[src/rtl/nap_timer_ctrl_pkg.sv]
// Shared constants, state encoding and helpers for the nap timer controller.
package nap_timer_ctrl_pkg;

  localparam int unsigned TICK_DIV_DEF      = 50_000_000;
  localparam int unsigned RING_ON_SEC_DEF   = 1;
  localparam int unsigned RING_OFF_SEC_DEF  = 1;
  localparam int unsigned ALARM_MAX_SEC_DEF = 60;

  localparam int unsigned MAX_NAP_MIN = 99;
  localparam int unsigned SEC_PER_MIN = 60;
  localparam int unsigned NAP_W       = 7;
  localparam int unsigned REMAIN_W    = 13;

  typedef enum logic [2:0] {
    ST_IDLE  = 3'd0,
    ST_LOAD  = 3'd1,
    ST_COUNT = 3'd2,
    ST_DONE  = 3'd3,
    ST_RING  = 3'd4,
    ST_HUSH  = 3'd5
  } state_t;

  // Nap length in seconds, with the minute count clamped to the supported maximum.
  function automatic logic [REMAIN_W-1:0] nap_to_sec(input logic [NAP_W-1:0] mins);
    logic [NAP_W-1:0] clamped;
    clamped = (mins > NAP_W'(MAX_NAP_MIN)) ? NAP_W'(MAX_NAP_MIN) : mins;
    return REMAIN_W'(clamped) * REMAIN_W'(SEC_PER_MIN);
  endfunction

endpackage

[src/rtl/sec_prescaler.sv]
// Divides the clock down to a one-cycle tick every TICK_DIV cycles while not cleared.
module sec_prescaler #(
  parameter int unsigned TICK_DIV = 4
) (
  input  logic clock,
  input  logic reset,
  input  logic clear,
  output logic tick_c
);

  localparam int unsigned CNT_W = (TICK_DIV > 1) ? $clog2(TICK_DIV) : 1;
  localparam logic [CNT_W-1:0] CNT_MAX = CNT_W'(TICK_DIV - 1);

  logic [CNT_W-1:0] cnt_q;

  // Free-running divider, held at zero while cleared.
  always_ff @(posedge clock or negedge reset) begin
    if (!reset) begin
      cnt_q <= '0;
    end else if (clear || (cnt_q == CNT_MAX)) begin
      cnt_q <= '0;
    end else begin
      cnt_q <= cnt_q + CNT_W'(1);
    end
  end

  // Tick fires in the last cycle of each count period.
  assign tick_c = !clear && (cnt_q == CNT_MAX);

endmodule

[src/rtl/nap_timer_ctrl.sv]
// Nap countdown followed by a pulsed alarm with automatic hush after a fixed ringing time.
module nap_timer_ctrl
  import nap_timer_ctrl_pkg::*;
#(
  parameter int unsigned TICK_DIV      = TICK_DIV_DEF,
  parameter int unsigned RING_ON_SEC   = RING_ON_SEC_DEF,
  parameter int unsigned RING_OFF_SEC  = RING_OFF_SEC_DEF,
  parameter int unsigned ALARM_MAX_SEC = ALARM_MAX_SEC_DEF
) (
  input  logic                clock,
  input  logic                reset,
  input  logic                enSleep,
  input  logic                enAlarm,
  input  logic                enCancel,
  input  logic [NAP_W-1:0]    napMinutes,
  output logic                completeSleep,
  output logic [REMAIN_W-1:0] remainSec,
  output logic                buzzer,
  output logic                alarmTimeout
);

  localparam int unsigned RING_W      = $clog2(ALARM_MAX_SEC + 1);
  localparam int unsigned RING_PERIOD = RING_ON_SEC + RING_OFF_SEC;

  state_t              state_q, state_d;
  logic [RING_W-1:0]   ring_q, ring_d;
  logic [REMAIN_W-1:0] remain_d;
  logic                complete_d, buzzer_d, timeout_d;
  logic                tick_c, clear_c;

  // The second prescaler only runs while counting down or ringing.
  assign clear_c = !((state_q == ST_COUNT) || (state_q == ST_RING));

  sec_prescaler #(
    .TICK_DIV(TICK_DIV)
  ) u_prescaler (
    .clock (clock),
    .reset (reset),
    .clear (clear_c),
    .tick_c(tick_c)
  );

  // State, second counter and registered outputs.
  always_ff @(posedge clock or negedge reset) begin
    if (!reset) begin
      state_q       <= ST_IDLE;
      ring_q        <= '0;
      remainSec     <= '0;
      completeSleep <= 1'b0;
      buzzer        <= 1'b0;
      alarmTimeout  <= 1'b0;
    end else begin
      state_q       <= state_d;
      ring_q        <= ring_d;
      remainSec     <= remain_d;
      completeSleep <= complete_d;
      buzzer        <= buzzer_d;
      alarmTimeout  <= timeout_d;
    end
  end

  // Next state and next output values; cancel overrides every transition.
  always_comb begin
    state_d  = ST_IDLE;
    remain_d = remainSec;
    ring_d   = ring_q;

    case (state_q)
      ST_IDLE: begin
        if (enSleep) state_d = ST_LOAD;
      end
      ST_LOAD: begin
        remain_d = nap_to_sec(napMinutes);
        state_d  = (napMinutes == '0) ? ST_DONE : ST_COUNT;
      end
      ST_COUNT: begin
        if (!enSleep) begin
          state_d = ST_IDLE;
        end else if (tick_c) begin
          if (remainSec <= REMAIN_W'(1)) begin
            remain_d = '0;
            state_d  = ST_DONE;
          end else begin
            remain_d = remainSec - REMAIN_W'(1);
            state_d  = ST_COUNT;
          end
        end else begin
          state_d = ST_COUNT;
        end
      end
      ST_DONE: begin
        if (enAlarm) begin
          ring_d  = '0;
          state_d = ST_RING;
        end else begin
          state_d = ST_DONE;
        end
      end
      ST_RING: begin
        if (!enAlarm) begin
          state_d = ST_IDLE;
        end else if (tick_c) begin
          ring_d  = ring_q + RING_W'(1);
          state_d = ((32'(ring_q) + 32'd1) >= ALARM_MAX_SEC) ? ST_HUSH : ST_RING;
        end else begin
          state_d = ST_RING;
        end
      end
      ST_HUSH: begin
        state_d = enAlarm ? ST_HUSH : ST_IDLE;
      end
      default: begin
        state_d = ST_IDLE;
      end
    endcase

    if (enCancel) state_d = ST_IDLE;

    if (state_d == ST_IDLE) begin
      remain_d = '0;
      ring_d   = '0;
    end

    complete_d = (state_d == ST_DONE);
    buzzer_d   = (state_d == ST_RING) && ((32'(ring_d) % RING_PERIOD) < RING_ON_SEC);
    timeout_d  = (state_q == ST_RING) && (state_d == ST_HUSH);
  end

endmodule

[config.mk]
export PLATFORM = sky130hd
export DESIGN_NAME = nap_timer_ctrl
export DESIGN_NICKNAME = d
export VERILOG_FILES = /design/src/rtl/nap_timer_ctrl_pkg.sv /design/src/rtl/sec_prescaler.sv /design/src/rtl/nap_timer_ctrl.sv
export SDC_FILE = /design/constraint.sdc
export NUM_CORES = 1
export LEC_CHECK = 0
export ABC_AREA = 1
export ABC_CLOCK_PERIOD_IN_PS = 4150
export BUFFER_PORTS_ARGS = -buffer_cell sky130_fd_sc_hd__buf_2
export CAP_MARGIN = 10
export CORE_MARGIN = 8
export CORE_UTILIZATION = 50
export DETAILED_ROUTE_END_ITERATION = 12
export PLACE_DENSITY_LB_ADDON = 0.3
export SLEW_MARGIN = 20
export SYNTH_ARGS = -nofsm -noshare
export SYNTH_HDL_FRONTEND = slang
export SYNTH_SLANG_ARGS = --single-unit
export TNS_END_PERCENT = 30
[constraint.sdc]
create_clock -name clock -period 4.15 [get_ports clock]
set_clock_uncertainty 0.15 [all_clocks]
set_input_delay 0.2075 -clock clock [delete_from_list [all_inputs] [get_ports clock]]
set_output_delay 0.2075 -clock clock [all_outputs]
set_load 0.02 [all_outputs]
Yosys cells after proc, flatten, opt, wreduce, memory -nomap -nowiden
Index checks and enable logic that the tools add are counted.
{ "classes": {"n_mux": 24, "eq_ne": 14, "n_mul": 1, "order_cmp": 4, "addsub": 4, "reduce_logical": 13} }
{ "op_table": {"columns": ["cell", "n"], "rows": [
  ["13-bit two-way mux", 4],
  ["26-bit by 1-bit adder with 26-bit output (second input constant)", 1],
  ["26-bit == test (second input constant)", 1],
  ["26-bit two-way mux", 1],
  ["13-bit one-hot mux with 2 select lines", 1],
  ["6-bit two-way mux", 4],
  ["3-bit two-way mux", 6],
  ["3-bit one-hot mux with 6 select lines", 1],
  ["13-bit by 1-bit <= comparator with 1-bit output (second input constant)", 1],
  ["13-bit by 1-bit subtractor with 13-bit output (second input constant)", 1],
  ["3-bit == test (second input constant)", 4],
  ["3-bit by 2-bit != test with 1-bit output (second input constant)", 4],
  ["6-bit one-hot mux with 2 select lines", 1],
  ["7-bit by 4-bit multiplier with 11-bit output (second input constant)", 1],
  ["3-bit by 2-bit == test with 1-bit output (second input constant)", 3],
  ["6-bit by 1-bit adder with 7-bit output (second input constant)", 1],
  ["7-bit by 6-bit >= comparator with 1-bit output (second input constant)", 1],
  ["7-bit greater-than comparator (second input constant)", 1],
  ["7-bit zero test", 1],
  ["7-bit two-way mux", 1],
  ["6-bit by 1-bit adder with 6-bit output (second input constant)", 1],
  ["3-bit zero test", 2],
  ["3-bit nonzero test", 2],
  ["1-bit two-way mux", 5],
  ["8 further kinds", 11]
]} }
{ "totals": {"register_bits": 51, "in_bits": 12, "out_inout_bits": 16, "wordCells": 68} }

Logic depth before layout (Yosys ltp)
{ "depth": {"ltp_word": 11, "ltp_mapped": 22, "ltp_nobuf": 22} }

Cells and area by module
From an unflattened synthesis, not the netlist that was laid out.
{ "unflattened": {"cells_unflattened": 607, "area_unflattened_um2": 4190.3} }
{ "modules_own_cells": {"columns": ["mod", "cells_each", "area_each_um2", "n_inst", "seq_area_each_um2"], "rows": [
  ["nap_timer_ctrl", 381, 2596.2, 1, 625.6],
  ["sec_prescaler", 226, 1594.0, 1, 650.6]
]} }

Worst setup path after synthesis
OpenSTA, ideal clock, no wires.
{ "synth_path": {"kind": "input-to-reg", "start": "in napMinutes[3]", "end": "reg remainSec[12]", "n_path_buf": 0, "setup_ns": 0.118, "path_stages": 16, "t_arrival_ns": 2.979, "t_required_ns": 3.882, "setup_slack_ns": 0.903, "path_cell_list": "nor2_1 -> nand2_1 -> nand2_1 -> inv_1 -> or2_2 -> fa_1 -> inv_1 -> fa_1 -> fa_1 -> o21ai_0 -> nand4_1 -> nand3_1 -> xnor2_1 -> nand2_1 -> nand3_1 -> nand2_1"} }
{ "synth_via": {"elab_chain_cells": 7} }
{ "synth_lines": {"columns": ["element", "line_no", "rtl"], "rows": [
  ["from (decl)", "nap_timer_ctrl.sv:15", "input logic [NAP_W-1:0] napMinutes,"],
  ["parallel branches: the longest is 7 deep, another holds 7-bit by 4-bit multiplier with 11-bit output", null, null],
  ["to (signal assigned)", "nap_timer_ctrl.sv:55", "remainSec <= remain_d;"],
  ["to (decl)", "nap_timer_ctrl.sv:17", "output logic [REMAIN_W-1:0] remainSec,"]
]} }
Parallel ways; which one is timed is not known.
A chain may end at the register's enable or synchronous reset.

Worst setup path in the final report
{ "layout_path": {"start": "in napMinutes[5]", "end": "reg remainSec[9]"} }
Same word-level chain as after synthesis.

==> summary.txt <==
Setup path
  • Critical Path RT: 4.21 ns
  • Worst-path maximum fanout: 7
  • Worst R2R End: remainSec[5]$_DFFE_PN0P_
  • Crit start category: primary input
  • Worst reg2reg path depth: 12
  • Worst setup EP type: flip-flop
  • Reg-to-Reg Start: u_prescaler.cnt_q[0]$_DFF_PN0_
  • CP arrival: 3.35 ns
  • Flop-to-flop setup slack: about 1.8 ns
  • Crit Path Class: primary input to flip-flop

Routing
  • Post-detailed-route wirelength per cell: approximately 13 um
  • Via density: between 5 and 6
  • Met3 WL: around 380 um
  • Detailed-route via count: around 3,600
  • Uppermost layer routed: met4
  • Post-route ant nets: 0
  • # DRC: 0
  • Pre-Repair DR Iteration Count: 5
  • Met2 WL: between 4 and 5 mm
  • Metal-1 WL: about 4.0 mm
  • Routed WL: slightly below 9 mm
  • Initial DRC count: 184

Timing
  • Period utilization: between 70 and 80%
  • Setup Total Neg Slack: 0 ns
  • Final Hold Viols: 0
  • Slew headroom: 55.4%
  • Tmin final: about 3.3 ns
  • Final setup vio count: 0
  • RSZ-0062 raised after global routing: no
  • Worst slew pin tran: roughly 0.67 ns
  • Fmax: about 300 MHz
  • Max Slew Vio Count: 0

Global route
  • Largest net degree at the start of global routing: 52
  • Vias in the first global route: 3,346
  • Initial antenna violation count: 0
  • GR Util All Layers: between 15 and 20%
  • First-pass GRT wire length: roughly 15 mm
  • Total grt overflow: 0

Layout
  • Final instance area: ~4300 um^2
  • Synthesis-to-layout area growth: 8.31%
  • Layout Nets: between 600 and 700
  • Most frequent cells in the layout: 136 x nand2_1, 92 x inv_1, 61 x nor2_1
  • Area of the multi-input gates: between 2000 and 2500 um^2
  • Layout cell share with drive strength beyond 1: ~11%
  • Diodes inserted: 0
  • Sequential cell area: ~1300 um^2
  • Number of fill cells in the layout: 710
  • Commonest non-fill, non-tap cell in the layout: nand2_1

Synth
  • Async set-reset flop share out of synthesis: 100%
  • Top post-synthesis cells by area: dfrtp_1 32%, nand2_1 13%, inv_1 8.7%
  • Post-synthesis sequential area ratio: between 30% and 40%
  • Syn_nets: 600
  • Primary FF master, synth: dfrtp_1
  • Mapped Cells: between 500 and 600
  • Synth Warn #: 0
  • Avg Synthesized Cell Area: a little over 7 um^2
  • Synth cell types: between 40 and 50
  • Post-synth EDFFs: 0
  • Post-synth top area cell: dfrtp_1
  • Yosys top cell area share: around 32%
  • Cell Area, Synth: 3990 um^2
  • Yosys reg bits: 51

Min path
  • WHS Endpoint: alarmTimeout$_DFF_PN0_
  • Hold path start: enCancel
  • Worst hold path type: primary input to flip-flop
  • Hold Crit Depth: 4

Die
  • Initial Utilization: around half
  • Die Y: approximately 110 um
  • Die ar.: between 10,000 and 15,000 um^2
  • Top Ports: 28
  • Row cnt: 32
  • Width of the die: about 110 um
  • CORE AREA: 7730 um^2

Power and ir drop
  • Leakage power: 0.00235 uW
  • Overall Power: between 1000 and 1500 uW
  • Maximum VDD drop: 0.000165 V
  • Pwr dens: 295 nW/um^2

Clock tree
  • Post-cts sizing count: 0
  • Clock Path Buffers: 2
  • Skew-Pair Late Insertion Delay: ~0.30 ns
  • Clk pin slew, worst setup/hold paths: approximately 0.10 ns
  • CTS Sinks: slightly above 50
  • Num CTS Buffers: 5
  • Setup Fix Bufs, Post-CTS: 0
  • Root buffer cell: clkbuf_8
  • Max H-tree Level: 2
  • CTS tree: built

Place
  • Post-DP Area: ~4200 um^2
  • Final Wtd Congestion: 0.899
  • Buffers on Ports: 27
  • Post-DP HPWL: between 6 and 7 mm

Run
  • # Max-Cap Violations: 0

Outcome
  • Status: complete, no violations
==> sequential cells by signal (all words and copies together) (netlist names) <==
| name | flops |
|---|---|
| u_prescaler.cnt_q | 26 |
| remainSec | 13 |
| ring_q | 6 |
| state_q | 3 |
| alarmTimeout | 1 |
| buzzer | 1 |
| completeSleep | 1 |
==> logic make-up (layout without fill, tap and decap cells) <==
logic type,count (synthesis),after routing,synth area share [%]
AND/OR/NAND/NOR,288,288,33.1
buffers and inverters,106,137,10.5
AO/OA/AOI/OAI,65,65,8.97
flip-flops,51,51,32.0
adder cells (fa/ha/maj),30,30,11.5
XOR/XNOR,18,18,3.95
==> area by class of cell <==
| type | instances | area share (%) |
|---|---|---|
| Multi-Input combinational cell | 401 | 53.1 |
| Sequential cell | 51 | 29.5 |
| Timing Repair Buffer | 31 | 3.88 |
| Inverter | 98 | 8.52 |
| Clock buffer | 5 | 1.59 |
| Clock inverter | 3 | 0.435 |
| Tap cell | 102 | 2.95 |
==> repair_timing <==
| item | 4_1_cts | 5_1_grt |
|---|---|---|
| hold endpoints to repair | 51 | 0 |
| setup endpoints to repair | 0 | 0 |
| hold buffers | 1 | 0 |
==> report_power, final <==
| group | leakage (uW) | switching (uW) | internal (uW) |
|---|---|---|---|
| Combinational | 0.00159 | 291 | 174 |
| Clock | 0.0000483 | 171 | 119 |
| Sequential | 0.000710 | 11.2 | 505 |
| Total | 0.00235 | 474 | 798 |
==> layer usage <==
| layer | vias up | track usage (%) |
|---|---|---|
| met1 | 1647 | 20.3 |
| met3 | 8 | 2.80 |
| met5 | - | 0 |
| met2 | 70 | 27.1 |
| met4 | 0 | 3.98 |
| li1 | 1832 | - |
==> worst max-delay path by stage <==
stage	cells after the start	to	slack (ns)	startpoint
floorplan	16	remainSec[12]$_DFFE_PN0P_	0.90	napMinutes[3]
global placement	19	remainSec[12]$_DFFE_PN0P_	0.61	napMinutes[5]
detailed placement	19	remainSec[12]$_DFFE_PN0P_	0.54	napMinutes[5]
CTS	22	remainSec[9]$_DFFE_PN0P_	0.86	napMinutes[5]
global route	22	remainSec[9]$_DFFE_PN0P_	0.54	napMinutes[5]
finish	22	remainSec[9]$_DFFE_PN0P_	0.86	napMinutes[5]
==> critical path, stage by stage <==
cell and delay, ns:
buf_2 0.20, nand2_1 0.08, inv_1 0.07, nand2_1 0.08
nand2_1 0.17, inv_1 0.12, fa_1 0.50, inv_1 0.06
fa_1 0.49, inv_1 0.04, ha_1 0.35, nand2_1 0.07
inv_1 0.12, nand3_1 0.07, o21ai_0 0.19, a21oi_1 0.09
o21ai_0 0.08, o21ai_0 0.11, nand2_1 0.07, o21ai_1 0.07
nand2_1 0.06, inv_1 0.05
==> per-stage QoR <==
step           utilization (%)  instances  setup WS (ns)  hold slack (ns)
2_1_floorplan                -        558          0.903           -0.238
3_3_place_gp              54.6        682          0.611            0.215
3_5_place_dp              54.6        682          0.541            0.215
4_1_cts                   55.9        691          0.863           0.0843
5_1_grt                   55.9        691          0.538            0.109
6_report                  55.9        691          0.860           0.0965
==> Yosys cell counts, types with 10 or more instances <==
cell type and count:
nand2_1 136, inv_1 92, nor2_1 61, dfrtp_1 51, nand3_1 41, o21ai_0 30
a21oi_1 19, ha_1 19, nor3_1 12, fa_1 11, xor2_1 11, nand4_1 10
Power figures use the tool's default switching activity.
